<file path="src/rtl/mio_bridge.sv">
// mio_bridge: data-side memory/IO bridge between the CPU core and RAM plus
// its peripherals (LED/switch port, buffered UART TX FIFO, compare timer).
// Optional feature macro: MIO_TIMER_EN adds the COUNT/CMP/CTRL timer and irq.
// When MIO_TIMER_EN is undefined, the timer registers read 0, writes to them
// are ignored, STATUS[16] reads 0 and irq is tied low.
module mio_bridge #(
   parameter int RAM_AW     = 10,
   parameter int FIFO_DEPTH = 8
) (
   input  logic              clk,
   input  logic              reset,
   input  logic [31:0]       cpu_addr,
   input  logic [31:0]       cpu_wdata,
   input  logic [3:0]        cpu_wea,
   output logic [31:0]       cpu_rdata,
   output logic              cpu_ready,
   output logic [RAM_AW-1:0] ram_addr,
   output logic [31:0]       ram_wdata,
   output logic [3:0]        ram_wea,
   input  logic [31:0]       ram_rdata,
   input  logic [15:0]       sw,
   output logic [15:0]       led,
   output logic [7:0]        tx_data,
   output logic              tx_valid,
   input  logic              tx_ready,
   output logic              irq
);

   localparam int PW = $clog2(FIFO_DEPTH);
   localparam int CW = PW + 1;

   localparam logic [31:0] A_LED    = 32'hE000_0000;
   localparam logic [31:0] A_SW     = 32'hF000_0000;
   localparam logic [31:0] A_TXDATA = 32'hF000_0004;
   localparam logic [31:0] A_STATUS = 32'hF000_0008;
   localparam logic [31:0] A_COUNT  = 32'hF000_000C;
   localparam logic [31:0] A_CMP    = 32'hF000_0010;
   localparam logic [31:0] A_CTRL   = 32'hF000_0014;

   // Byte offset within the word never affects decode.
   logic [31:0] waddr;
   logic        unused_addr_lsb;
   assign waddr           = {cpu_addr[31:2], 2'b00};
   assign unused_addr_lsb = &{1'b0, cpu_addr[1:0]};

   logic wr, sel_ram, sel_led, sel_sw, sel_tx, sel_status;
   assign wr         = |cpu_wea;
   assign sel_ram    = (cpu_addr[31:RAM_AW+2] == '0);
   assign sel_led    = (waddr == A_LED);
   assign sel_sw     = (waddr == A_SW);
   assign sel_tx     = (waddr == A_TXDATA);
   assign sel_status = (waddr == A_STATUS);

   assign ram_addr  = cpu_addr[RAM_AW+1:2];
   assign ram_wdata = cpu_wdata;
   assign ram_wea   = sel_ram ? cpu_wea : 4'b0000;

   // ---------------- TX FIFO ----------------
   logic [7:0]    mem [FIFO_DEPTH];
   logic [PW-1:0] rd_ptr, wr_ptr;
   logic [CW-1:0] cnt;
   logic          full, pop, push_req, push_ok, push_rej, overflow;

   assign full     = (cnt == CW'(FIFO_DEPTH));
   assign tx_valid = (cnt != '0);
   assign tx_data  = mem[rd_ptr];
   assign pop      = tx_valid & tx_ready;
   assign push_req = sel_tx & cpu_wea[0];
   // A pop in the same cycle frees a slot, so a full FIFO can still accept.
   assign push_ok  = push_req & (~full | pop);
   assign push_rej = push_req & ~push_ok;
   assign cpu_ready = ~push_rej;

   // FIFO storage; cleared on reset so the head byte reads 0 afterwards
   always_ff @(posedge clk or posedge reset) begin
      if (reset) begin
         for (int i = 0; i < FIFO_DEPTH; i++) mem[i] <= '0;
      end else if (push_ok) begin
         mem[wr_ptr] <= cpu_wdata[7:0];
      end
   end

   // FIFO pointers and occupancy; pointers wrap naturally at FIFO_DEPTH
   always_ff @(posedge clk or posedge reset) begin
      if (reset) begin
         rd_ptr <= '0;
         wr_ptr <= '0;
         cnt    <= '0;
      end else begin
         if (push_ok) wr_ptr <= wr_ptr + PW'(1);
         if (pop)     rd_ptr <= rd_ptr + PW'(1);
         cnt <= cnt + CW'(push_ok) - CW'(pop);
      end
   end

   // Sticky overflow flag: set by a dropped push, cleared via STATUS bit 2
   always_ff @(posedge clk or posedge reset) begin
      if (reset)                                   overflow <= 1'b0;
      else if (push_rej)                           overflow <= 1'b1;
      else if (sel_status && wr && cpu_wdata[2])   overflow <= 1'b0;
   end

   // LED register, only the low two byte lanes exist
   always_ff @(posedge clk or posedge reset) begin
      if (reset) begin
         led <= '0;
      end else if (sel_led) begin
         if (cpu_wea[0]) led[7:0]  <= cpu_wdata[7:0];
         if (cpu_wea[1]) led[15:8] <= cpu_wdata[15:8];
      end
   end

   // ---------------- compare timer ----------------
   logic        pending;
   logic [31:0] tmr_rdata;
   logic        tmr_hit;

`ifdef MIO_TIMER_EN
   logic [31:0] tmr_cnt, tmr_cmp;
   logic [1:0]  ctrl;
   logic        sel_count, sel_cmp, sel_ctrl;

   assign sel_count = (waddr == A_COUNT);
   assign sel_cmp   = (waddr == A_CMP);
   assign sel_ctrl  = (waddr == A_CTRL);
   assign tmr_hit   = sel_count | sel_cmp | sel_ctrl;

   function automatic logic [31:0] lane_merge(input logic [31:0] old_v,
                                               input logic [31:0] new_v,
                                               input logic [3:0]  be);
      logic [31:0] r;
      r = old_v;
      for (int i = 0; i < 4; i++) if (be[i]) r[8*i +: 8] = new_v[8*i +: 8];
      return r;
   endfunction

   // Counter: a CPU write takes priority over the free-running increment
   always_ff @(posedge clk or posedge reset) begin
      if (reset)                 tmr_cnt <= '0;
      else if (sel_count && wr)  tmr_cnt <= lane_merge(tmr_cnt, cpu_wdata, cpu_wea);
      else if (ctrl[0])          tmr_cnt <= tmr_cnt + 32'd1;
   end

   // Compare value and control bits
   always_ff @(posedge clk or posedge reset) begin
      if (reset) begin
         tmr_cmp <= 32'hFFFF_FFFF;
         ctrl    <= 2'b00;
      end else begin
         if (sel_cmp && wr)          tmr_cmp <= lane_merge(tmr_cmp, cpu_wdata, cpu_wea);
         if (sel_ctrl && cpu_wea[0]) ctrl    <= cpu_wdata[1:0];
      end
   end

   // Sticky match flag; a new match beats a simultaneous clear
   always_ff @(posedge clk or posedge reset) begin
      if (reset) pending <= 1'b0;
      else       pending <= (ctrl[0] && (tmr_cnt == tmr_cmp)) |
                            (pending & ~(sel_status & wr & cpu_wdata[16]));
   end

   assign irq = pending & ctrl[1];

   // Timer register read mux
   always_comb begin
      tmr_rdata = '0;
      if (sel_count)     tmr_rdata = tmr_cnt;
      else if (sel_cmp)  tmr_rdata = tmr_cmp;
      else if (sel_ctrl) tmr_rdata = {30'b0, ctrl};
   end
`else
   assign pending   = 1'b0;
   assign irq       = 1'b0;
   assign tmr_hit   = 1'b0;
   assign tmr_rdata = '0;
`endif

   // Combinational read mux; unmapped addresses read 0
   always_comb begin
      cpu_rdata = '0;
      if (sel_ram)          cpu_rdata = ram_rdata;
      else if (sel_led)     cpu_rdata = {16'b0, led};
      else if (sel_sw)      cpu_rdata = {16'b0, sw};
      else if (sel_status)  cpu_rdata = {15'b0, pending, 8'(cnt), 5'b0,
                                         overflow, full, ~tx_valid};
      else if (tmr_hit)     cpu_rdata = tmr_rdata;
   end

endmodule
</file>
<file path="config.mk">
export PLATFORM = sky130hd
export DESIGN_NAME = mio_bridge
export DESIGN_NICKNAME = d
export VERILOG_FILES = /design/src/rtl/mio_bridge.sv
export SDC_FILE = /design/constraint.sdc
export NUM_CORES = 1
export LEC_CHECK = 0
export ABC_AREA = 1
export BUFFER_PORTS_ARGS = -buffer_cell sky130_fd_sc_hd__buf_2
export CORE_ASPECT_RATIO = 1.2
export CORE_UTILIZATION = 50
export CTS_CLUSTER_DIAMETER = 50
export DETAILED_ROUTE_END_ITERATION = 7
export PLACE_DENSITY_LB_ADDON = 0.25
export SLEW_MARGIN = 20
export SYNTH_ARGS = -nofsm -noshare
export SYNTH_HDL_FRONTEND = slang
export SYNTH_SLANG_ARGS = --single-unit
</file>
<file path="constraint.sdc">
create_clock -name clk -period 3.78 [get_ports clk]
set_clock_uncertainty 0.1 [all_clocks]
set_input_delay 0.378 -clock clk [delete_from_list [all_inputs] [get_ports clk]]
set_output_delay 0.378 -clock clk [all_outputs]
set_load 0.1 [all_outputs]
</file>
# After elaboration in Yosys (flattened, before gate mapping)
# Index checks and enable logic that the tools add are counted.
# W data, S select, Z words.
dict set report word_totals {
  regBits 91
  elab_cells 59
  output_inout_bits 105
  in_bits 119
}
dict set report classes {
  magnitude_cmp 3
  n_mux 13
  reduce_logical 9
  bitwise 11
  add_sub_neg 4
  eq_ne 5
}
# cell count
set op_table {}
lappend op_table {{$eq A30 B30 Y1 const B} 4}
lappend op_table {{$bwmux W64} 1}
lappend op_table {{$mux W16} 2}
lappend op_table {{$mux W32} 1}
lappend op_table {{$bmux W8 S3} 1}
lappend op_table {{$demux W8 S3} 1}
lappend op_table {{$mux W8} 3}
lappend op_table {{$logic_not A20 Y1} 1}
lappend op_table {{$mux W12} 1}
lappend op_table {{$ge A4 B4 Y1 const B} 2}
lappend op_table {{$not A3 Y4} 2}
lappend op_table {{$add A3 B1 Y3 const B} 2}
lappend op_table {{$add A4 B1 Y4} 1}
lappend op_table {{$and A1 B1 Y1} 4}
lappend op_table {{$eq A4 B4 Y1 const B} 1}
lappend op_table {{$lt A4 B1 Y1 const B} 1}
lappend op_table {{$mux W4} 1}
lappend op_table {{$not A1 Y1} 4}
lappend op_table {{$reduce_and A2 Y1} 2}
lappend op_table {{$reduce_bool A4 Y1} 1}
lappend op_table {{$reduce_or A4 Y1} 1}
lappend op_table {{$sub A4 B1 Y4} 1}
lappend op_table {{$logic_and A1 B1 Y1} 3}
lappend op_table {{$mux W1} 2}
lappend op_table {{other kinds (2)} 2}

# Depth between registers and ports, before layout
# Gate-level depths: netlist of the first run.
dict set report logic_depth {
  word_depth 7
  depth_mapped 15
  ltp_nobuf 14
}

# Worst setup path after synthesis of the first run
# No wires, ideal clock.
dict set report synth_path {
  path_kind {register to register}
  startpoint {register cnt[2]}
  endpoint {register cnt[2]}
  stages_incl_launch_ff 14
  required_ns 3.557
  t_arrival_ns 2.890
  slack_ns 0.667
  path_cell_list {dfrtp_1 inv_1 ha_1 nand2_1 nand2_2 nand2_1 buf_6 buf_2 nand3_1 nand2_1 ha_1 inv_1 fa_1 xnor2_1}
}
dict set report synth_between {
  elab_chain_cells 6
}
# element line
set synth_lines {}
lappend synth_lines {{start: declaration} 61} ;# logic [CW-1:0] cnt;
lappend synth_lines {{start signal: assignment} 92} ;# cnt <= cnt + CW'(push_ok) - CW'(pop);
lappend synth_lines {{$reduce_bool A4 Y1 (*)} 65} ;# assign tx_valid = (cnt != '0);
lappend synth_lines {{net tx_valid} 24} ;# output logic tx_valid,
lappend synth_lines {{$and A1 B1 Y1 (*)} 67} ;# assign pop = tx_valid & tx_ready;
lappend synth_lines {{$or A1 B1 Y1} 70} ;# assign push_ok = push_req & (~full | pop);
lappend synth_lines {{$and A1 B1 Y1} 70}
lappend synth_lines {{$add A4 B1 Y4} 92}
lappend synth_lines {{$sub A4 B1 Y4 (*)} 92}
# Mark *: on every way through the listed nets, which the timed path passes. The rest lies on a longest branch.
# A chain may end at the register's enable or synchronous reset.

# Worst setup path after layout of the first run
dict set report layout_path {
  startpoint {register rd_ptr[0]}
  endpoint {output tx_data[2]}
}
dict set report layout_between {
  elab_chain_cells 4
}
# element line
set layout_lines {}
lappend layout_lines {{start: declaration} 60} ;# logic [PW-1:0] rd_ptr, wr_ptr;
lappend layout_lines {{start signal: assignment} 91} ;# if (pop) rd_ptr <= rd_ptr + PW'(1);
lappend layout_lines {{$not A3 Y4 (not written as such)} 66} ;# assign tx_data = mem[rd_ptr];
lappend layout_lines {{$bmux W8 S3} 66}
lappend layout_lines {{$mux W8 (not written as such) (2 in series)} 66}
lappend layout_lines {{end: declaration} 23} ;# output logic [7:0] tx_data,
# Every way passes these cells. The select of a mux whose other input is x is not followed.

==> impl_metrics.yaml, run 1 <==
run_status:
  status: "completed"
placement:
  preCtsSetupSlack_ps: 1050
  io_buffer_count: 188
  place_congestion: 0.813
  dpl.cell_count: 1089
  dpl.hpwl_um: 12800
yosys:
  syn_area_per_cell_um2: 7.21
  ys_ff_latch: 91
  synth_most_common_cell: "nand2_1"
  ys_warn_count: 0
  syn_area_um2: 5910
  synth_area_leaders: "dfrtp_1, nand2_1, nand4_1"
  mappedNetlistNets: 946
  synth_edf_count: 0
  async_flop_share_pct: 100
  synth_cells: 819
  netlist.area_leader.share_pct: 38.6
  synth_top_flop_cell: "dfrtp_1"
  synth_common_cells: "nand2_1, nor2_1, dfrtp_1"
  yosysTopAreaCell: "dfrtp_1"
  ys_seq_area_share_pct: 38.6
  ys_types: 32
timing:
  hold_viol: 0
  maxSlewViolCount: 0
  fin_tns_setup_ps: 0
  setup_slack_ps: 785
  tightest_slew_ps: 1070
  fin_crit_ps: 3000
  rsz0062_at_grt: "no"
  fin_crit_sh_pct: 79.2
  setup_viol: 0
  relSlewSlack_pct: 28.6
  max_freq_mhz: 334
clock_tree:
  cts_root_buf: "clkbuf_16"
  clk_pin_slew_worst_paths_ps: 60
  cts_setup_buffers: 0
  insertion_delay_ps: 340
  cts_max_path_buffers: 2
  cts_inserted_buffers: 9
  hold_buffers: 0
  clkSinkCount: 91
  htree_levels: 3
  cts_tree: "built"
  cts_resized: 0
power:
  vdd_ir_drop_max_mv: 1.17
  p_leak_uw: 0.00396
  p_per_area_nw_per_um2: 530
die:
  die_w_um: 101
  dieHeight_um: 121
  fp.dieArea_um2: 12300
  start_util_pct: 51.3
  core_um2: 11500
  ios: 224
  rows: 43
routing:
  ant_nets: 0
  via_per_inst: 5.33
  via_count: 5893
  drt_iter0_drc: 419
  drc: 0
  drtPass1Iterations: 4
  wl_per_cell_um: 15.6
  postRouteWirelength_um: 17300
critical_path:
  r2r-end: "mem[55]"
  rr_worst_depth: 10
  critical_path_arrival_ps: 2520
  critical_path_class: "reg -> out"
  worst_setup_path_start_kind: "flip-flop"
  r2r-start: "cnt[2]"
  r2r_setup_slack_ps: 1300
  cp-end-kind: "output pin"
  required_ps: 3300
  crit_path_max_fanout: 23
finish:
  final_cells: 1105
  antenna_cells: 0
  syn2layout_area_growth_pct: 18.1
  drive_gt1_share_pct: 26.3
  nets: 1070
global_routing:
  grt_pass1_vias: 5521
  grt-ovfl-total: 0
  grt_pass1_wl_um: 27500
  grt_max_degree: 55
  antenna_found_initial: 0
  grt_usage_pct: 29.5
run:
  max_cap_viol_count: 0
min_path:
  hold_path_class: "in -> async"
## critical path, cell delays in order (launching register included)
cell	delay [ps]
dfrtp_1	370
inv_1	560
buf_4	310
nor2_1	50
o32ai_1	230
nand2_1	120
nand2_1	110
buf_2	430
## layer usage
metal	part of all wire [%]	GRT usage, %	vias up
li1	-	-	2861
met1	40	35.3	2743
met2	50	50.4	252
met3	8.0	5.13	37
met4	2.8	15.0	0
met5	0	0	-
## metrics by stage
stage / instance area, µm² / util [%] / total power (µW) / hold WS (ps)
3_5_place_dp: 6640 / 57.7 / 2680 / 353
5_1_grt: 6970 / 60.6 / 3860 / 134
2_1_floorplan: 5910 / - / 2460 / 337
3_3_place_gp: 6640 / 57.7 / 2670 / 348
4_1_cts: 6970 / 60.6 / 3700 / 86.0
6_report: 6970 / 60.6 / 3700 / 61.4
## cell type report
cell class | instances | area [µm²]
multi-input cells | 580 | 2800
clock inverters | 4 | 98.8
fillers | 1134 | 4540
clock buffers | 12 | 236
well taps | 157 | 196
repair buffers | 201 | 1140
inverters | 60 | 226
flip-flops and latches | 91 | 2280
## kinds of logic after synthesis
| group | after synthesis | synth area share [%] |
|---|---|---|
| simple gates | 524 | 40.0 |
| buf+inv | 148 | 14.2 |
| flops | 91 | 38.6 |
| compound gates | 41 | 4.49 |
| fa+ha+maj | 8 | 1.82 |
| xor+xnor | 5 | 0.742 |
| other cells | 1 | 0.0635 |
| mux | 1 | 0.191 |
## sequential cells by signal (all words and copies together) (netlist names)
| signal | flops |
|---|---|
| mem | 64 |
| led | 16 |
| rd_ptr | 3 |
| overflow | 1 |
| wr_ptr | 3 |
| cnt | 4 |
## power breakdown
group	switching [µW]	internal, µW
Clock	376	649
Sequential	103	1020
Combinational	1190	358
Total	1670	2020
## placed cells by master (no fill, tap or decap), drive strengths merged
cell type | netlist | routed
buf | 71 | 201
xnor2 | 3 | 3
inv | 57 | 56
nor3b | 1 | 1
nor3 | 3 | 3
o21ai | 18 | 18
nor2 | 109 | 109
o32ai | 16 | 16
mux2 | 1 | 1
bufinv | 0 | 3
ha | 7 | 7
nand3 | 55 | 55
clkbuf | 17 | 12
conb | 1 | 1
a21oi | 7 | 7
nand2 | 278 | 278
xor2 | 2 | 2
nand4 | 68 | 68
clkinv | 3 | 5
dfrtp | 91 | 91
or2 | 10 | 10
fa | 1 | 1
## worst max-delay path by stage
stage,startpoint,to,slack (ps),cells after the start
2_1_floorplan,cnt[2],cnt[2],670,13
3_3_place_gp,cpu_addr[17],cpu_rdata[12],1110,12
3_5_place_dp,cpu_addr[17],cnt[1],1050,13
4_1_cts,rd_ptr[0],tx_data[2],790,7
5_1_grt,rd_ptr[0],tx_data[7],590,7
6_report,rd_ptr[0],tx_data[2],780,7
Note: power is estimated with default switching activity, not from simulation.
==> run 2: changes to the inputs <==
==> constraint.sdc (replaced) <==
create_clock -name clk -period 2.91 [get_ports clk]
set_clock_uncertainty 0.1 [all_clocks]
set_input_delay 0.291 -clock clk [delete_from_list [all_inputs] [get_ports clk]]
set_output_delay 0.291 -clock clk [all_outputs]
set_load 0.1 [all_outputs]
==> run 2 against run 1 <==
Effect of this change:
- sequential power grew 29%
- flip-flop and latch count did not move
- first-iteration DRC count fell by 0.24%
- critical path type unchanged
- largest cell class unchanged
- largest power group unchanged
==> impl_metrics.yaml, run 2 (synthesized netlist as in run 1, its figures left out) <==
run_status:
  status: "completed"
power:
  power_frac_comb_pct: 48.1
  p_leak_uw: 0.00401
  finalPower_uw: 4910
  p_sw_uw: 2200
  power_frac_clock_pct: 22.4
  p_int_uw: 2710
  sequentialPowerShare_pct: 29.5
  switching_share_pct: 44.8
  p_per_area_nw_per_um2: 668
  vdd_ir_drop_max_mv: 1.16
routing:
  wl_per_cell_um: 15.6
  ant_nets: 0
  drt_iter0_drc: 418
  via_per_inst: 5.34
  drc: 0
  postRouteWirelength_um: 17100
  drtPass1Iterations: 5
  via_count: 5873
placement:
  io_buffer_count: 188
  dpl.cell_count: 1086
  place_congestion: 0.840
  dpl.hpwl_um: 12400
global_routing:
  grt_usage_pct: 28.4
  grt_pass1_wl_um: 26500
  grt_max_degree: 76
  antenna_found_initial: 2
  grt-ovfl-total: 0
  grt_pass1_vias: 5180
clock_tree:
  insertion_delay_ps: 350
  cts_root_buf: "clkbuf_16"
  cts_tree: "built"
  htree_levels: 3
  cts_max_path_buffers: 2
  clk_pin_slew_worst_paths_ps: 60
  cts_inserted_buffers: 9
  clkSinkCount: 91
min_path:
  hold_path_class: "in -> reg"
die:
  ios: 224
  core_um2: 11500
  start_util_pct: 51.3
  rows: 43
  die_w_um: 101
  dieHeight_um: 121
  fp.dieArea_um2: 12300
timing:
  max_freq_mhz: 381
  tightest_slew_ps: 994
  hold_viol: 0
  maxSlewViolCount: 0
  fin_tns_setup_ps: 0
  rsz0062_at_grt: "no"
  fin_crit_sh_pct: 90.2
  setup_viol: 0
  fin_crit_ps: 2620
  relSlewSlack_pct: 33.7
critical_path:
  cp-end-kind: "output pin"
  crit_path_max_fanout: 34
  critical_path_class: "reg -> out"
  path_delay_family: "flip-flops"
  worst_setup_path_start_kind: "flip-flop"
  crit_path_top_delay_cell: "dfrtp_1"
  critPathMaxStageDelay_ps: 990
  required_ps: 2520
  crit_buf_inv: 1
  cpMostUsedCell: "nand2_1"
  critical_path_arrival_ps: 2230
  crit_chain: "o21ai_0 > o32ai_1 > nand2_1 > nand2_1 > buf_12"
finish:
  final_common_cell: "nand2_1"
  final_cells: 1100
  nets: 1068
  drive_gt1_share_pct: 25.9
  final_cell_mix: "nand2_1, buf_2, nor2_1, dfrtp_1, nand4_1"
  largest_register_ffs: 64
  reg_top3: "mem x64, led x16, cnt x4"
  regMostFlops: "mem"
  n_fill_cell: 1067
  syn2layout_area_growth_pct: 24.5
run:
  max_cap_viol_count: 0
==> run 2: per-stage QoR <==
step	util [%]	area, µm²	worst slack (ps)	hold slack [ps]
after floorplan	-	5910	103	336
after global placement	61.5	7080	450	348
after detailed placement	61.5	7080	422	347
after CTS	63.8	7350	342	92.1
after global routing	63.8	7350	165	107
final	63.8	7350	286	86.4
==> run 2: area by class of cell <==
type | count | area, µm² | share of cell area, %
multi-input combinational | 580 | 2800 | 38.1
sequential | 91 | 2280 | 31.0
timing repair buffer | 199 | 1590 | 21.6
clock buffer | 10 | 229 | 3.11
inverter | 60 | 226 | 3.08
tap | 157 | 196 | 2.67
clock inverter | 1 | 30.0 | 0.409
antenna | 2 | 5.00 | 0.0681
==> run 2: worst paths after layout <==
check	slack, ps	from	end	cells past startpoint
hold reg to reg	370	mem[9]	mem[9]	2
max in group asynchronous	1500	reset	mem[11]	4
setup reg to reg	650	cnt[2]	cnt[1]	10
hold / removal	90	cpu_wdata[8]	led[8]	3
min in group asynchronous	500	reset	cnt[3]	3
setup / recovery	290	rd_ptr[1]	tx_data[3]	5
==> run 2: tightest hold or removal path: stages <==
cell     delay (ps)
buf_2            80
nand3_1          60
nand2_1          60
==> run 2: timing repair <==
action / CTS / global route
setup endpoints to repair: 0 / 0
setup buffers: 0 / 0
gates resized for setup: 0 / 0
endpoints found under the hold margin: 31 / 0
hold buffers: 1 / 0
==> run 2: power by group through the flow <==
stage	combinational, µW	clock (µW)	sequential, µW
after detailed placement	2350	0	1470
after global placement	2340	0	1460
after global routing	2510	1160	1460
after CTS	2360	1110	1440
final	2360	1100	1450
after floorplan	1810	0	1390
==> run 2: per-layer routing <==
metal | vias to the layer above | track usage [%] | part of all wire, %
li1 | 2852 | - | -
met1 | 2734 | 34.0 | 39
met2 | 257 | 48.3 | 50
met3 | 30 | 7.14 | 7.9
met4 | 0 | 11.1 | 2.6
met5 | - | 0 | 0
==> run 3: changes to the inputs <==
--- a/config.mk
+++ b/config.mk
@@ -8,6 +8,7 @@
 export ABC_AREA = 1
 export BUFFER_PORTS_ARGS = -buffer_cell sky130_fd_sc_hd__buf_2
 export CORE_ASPECT_RATIO = 1.2
+export CORE_MARGIN = 10
 export CORE_UTILIZATION = 50
 export CTS_CLUSTER_DIAMETER = 50
 export DETAILED_ROUTE_END_ITERATION = 7
==> run 3 against run 2 <==
Effect of this change:
- flip-flop and latch count did not move
- setup slack improved by 57 ps
- clock-buffer cell count grew 2
- critical path depth is the same
- combinational power grew 2%
- core utilization is 1.5 points higher
- fmax up 2.2%
- first-iteration DRC count decreased by 6.9%
- global-route usage decreased by 4.8 points
- non-clock buffer count up 11
- critical path type unchanged
- critical endpoint is now tx_data[0]
- largest cell class unchanged
- largest power group unchanged
==> impl_metrics.yaml, run 3 (synthesized netlist as in run 1, its figures left out) <==
finish:
  drive_gt1_share_pct: 27.2
  final_common_cell: "nand2_1"
  largest_register_ffs: 64
  fin_area_um2: 7560
  syn2layout_area_growth_pct: 28.1
  regMostFlops: "mem"
  nets: 1079
  final_cell_mix: "nand2_1, buf_2, nor2_1, dfrtp_1, nand4_1"
  reg_top3: "mem x64, led x16, cnt x4"
power:
  vdd_ir_drop_max_mv: 1.36
  p_leak_uw: 0.00409
  p_per_area_nw_per_um2: 655
critical_path:
  required_ps: 2520
  critical_path_class: "reg -> out"
  crit_path_max_fanout: 32
  cp-end-kind: "output pin"
  critical_path_arrival_ps: 2180
  worst_setup_path_start_kind: "flip-flop"
clock_tree:
  cts_resized: 0
  hold_buffers: 1
  htree_levels: 3
  insertion_delay_ps: 340
  cts_root_buf: "clkbuf_16"
  cts_inserted_buffers: 9
  cts_tree: "built"
  cts_max_path_buffers: 2
  cts_setup_buffers: 0
  clkSinkCount: 91
  clk_pin_slew_worst_paths_ps: 60
global_routing:
  top_usage_layer: "met2"
  antenna_found_initial: 1
  grt_pass1_wl_um: 31900
  grtUsageMet3_pct: 5.74
  grt_usage_pct: 23.5
  use_met2_pct: 41.6
  grt-ovfl-total: 0
  grt_util_met1_pct: 26.7
  grt_max_degree: 50
  grt_pass1_vias: 5808
timing:
  tightest_slew_ps: 957
  setup_viol: 0
  maxSlewViolCount: 0
  rsz0062_at_grt: "no"
  hold_viol: 0
  fin_crit_sh_pct: 88.2
  max_freq_mhz: 390
  relSlewSlack_pct: 36.2
  fin_crit_ps: 2570
  fin_tns_setup_ps: 0
die:
  ios: 224
  rows: 43
  dieHeight_um: 139
  fp.dieArea_um2: 16600
  core_um2: 11600
  start_util_pct: 51.1
  die_w_um: 119
routing:
  wl_per_cell_um: 17.6
  drtPass1Iterations: 4
  via_per_inst: 5.31
  drt_iter0_drc: 389
  postRouteWirelength_um: 19700
  via_count: 5921
  ant_nets: 0
  drc: 0
placement:
  dpl.hpwl_um: 15500
  place_congestion: 0.884
  io_buffer_count: 188
  place_area_um2: 7270
run_status:
  status: "completed"
min_path:
  hold_path_class: "in -> reg"
run:
  max_cap_viol_count: 0
run 3: changes by cell type in the layout (fill, tap and decap cells not counted), sizes merged:
cell	previous run	this run
clkinv	4	6
clkbuf	10	12
clkinvlp	0	2
diode	2	1
buf	198	209
bufinv	1	0
run 3: per-stage QoR:
| stage | hold WS, ps | instances | setup WS [ps] | power [µW] | util (%) |
|---|---|---|---|---|---|
| after floorplan | 336 | 819 | 103 | 3200 | - |
| after global placement | 338 | 1097 | 492 | 3840 | 62.8 |
| after detailed placement | 337 | 1097 | 434 | 3850 | 62.8 |
| after CTS | 94.1 | 1114 | 336 | 4970 | 65.4 |
| after global routing | 107 | 1115 | 115 | 5210 | 65.4 |
| final | 94.2 | 1115 | 343 | 4950 | 65.4 |
run 3: worst paths after layout:
kind	to	from	cells past startpoint	slack, ps
worst max-delay path	tx_data[0]	rd_ptr[1]	5	340
worst min-delay path	led[10]	cpu_wdata[10]	3	90
worst max register to register	cnt[1]	cnt[2]	10	470
worst min register to register	mem[43]	mem[43]	2	370
max in group asynchronous	mem[17]	reset	4	1520
min in group asynchronous	cnt[3]	reset	3	490
run 3: power breakdown:
part           switching (µW)  internal (µW)
clock                     487            623
combinational            1620            776
sequential                129           1320
total                    2230           2720
run 3: layout make-up:
type | instances | area, µm²
clock buffers | 12 | 256
clock inverters | 4 | 25.0
diodes | 1 | 2.50
fillers | 1023 | 4000
well taps | 157 | 196
multi-input cells | 580 | 2800
inverters | 60 | 226
flip-flops and latches | 91 | 2280
repair buffers | 210 | 1780
run 3: layer usage:
layer / vias to the layer above / part of all wire, %
met2: 252 / 51
met5: - / 0
met1: 2763 / 39
li1: 2880 / -
met4: 0 / 2.6
met3: 26 / 7.9
run 3: critical path: stages, from the launching register on:
cell	delay (ps)
dfrtp_1	970
o21ai_0	250
o32ai_1	180
nand2_1	100
nand2_1	130
buf_12	190
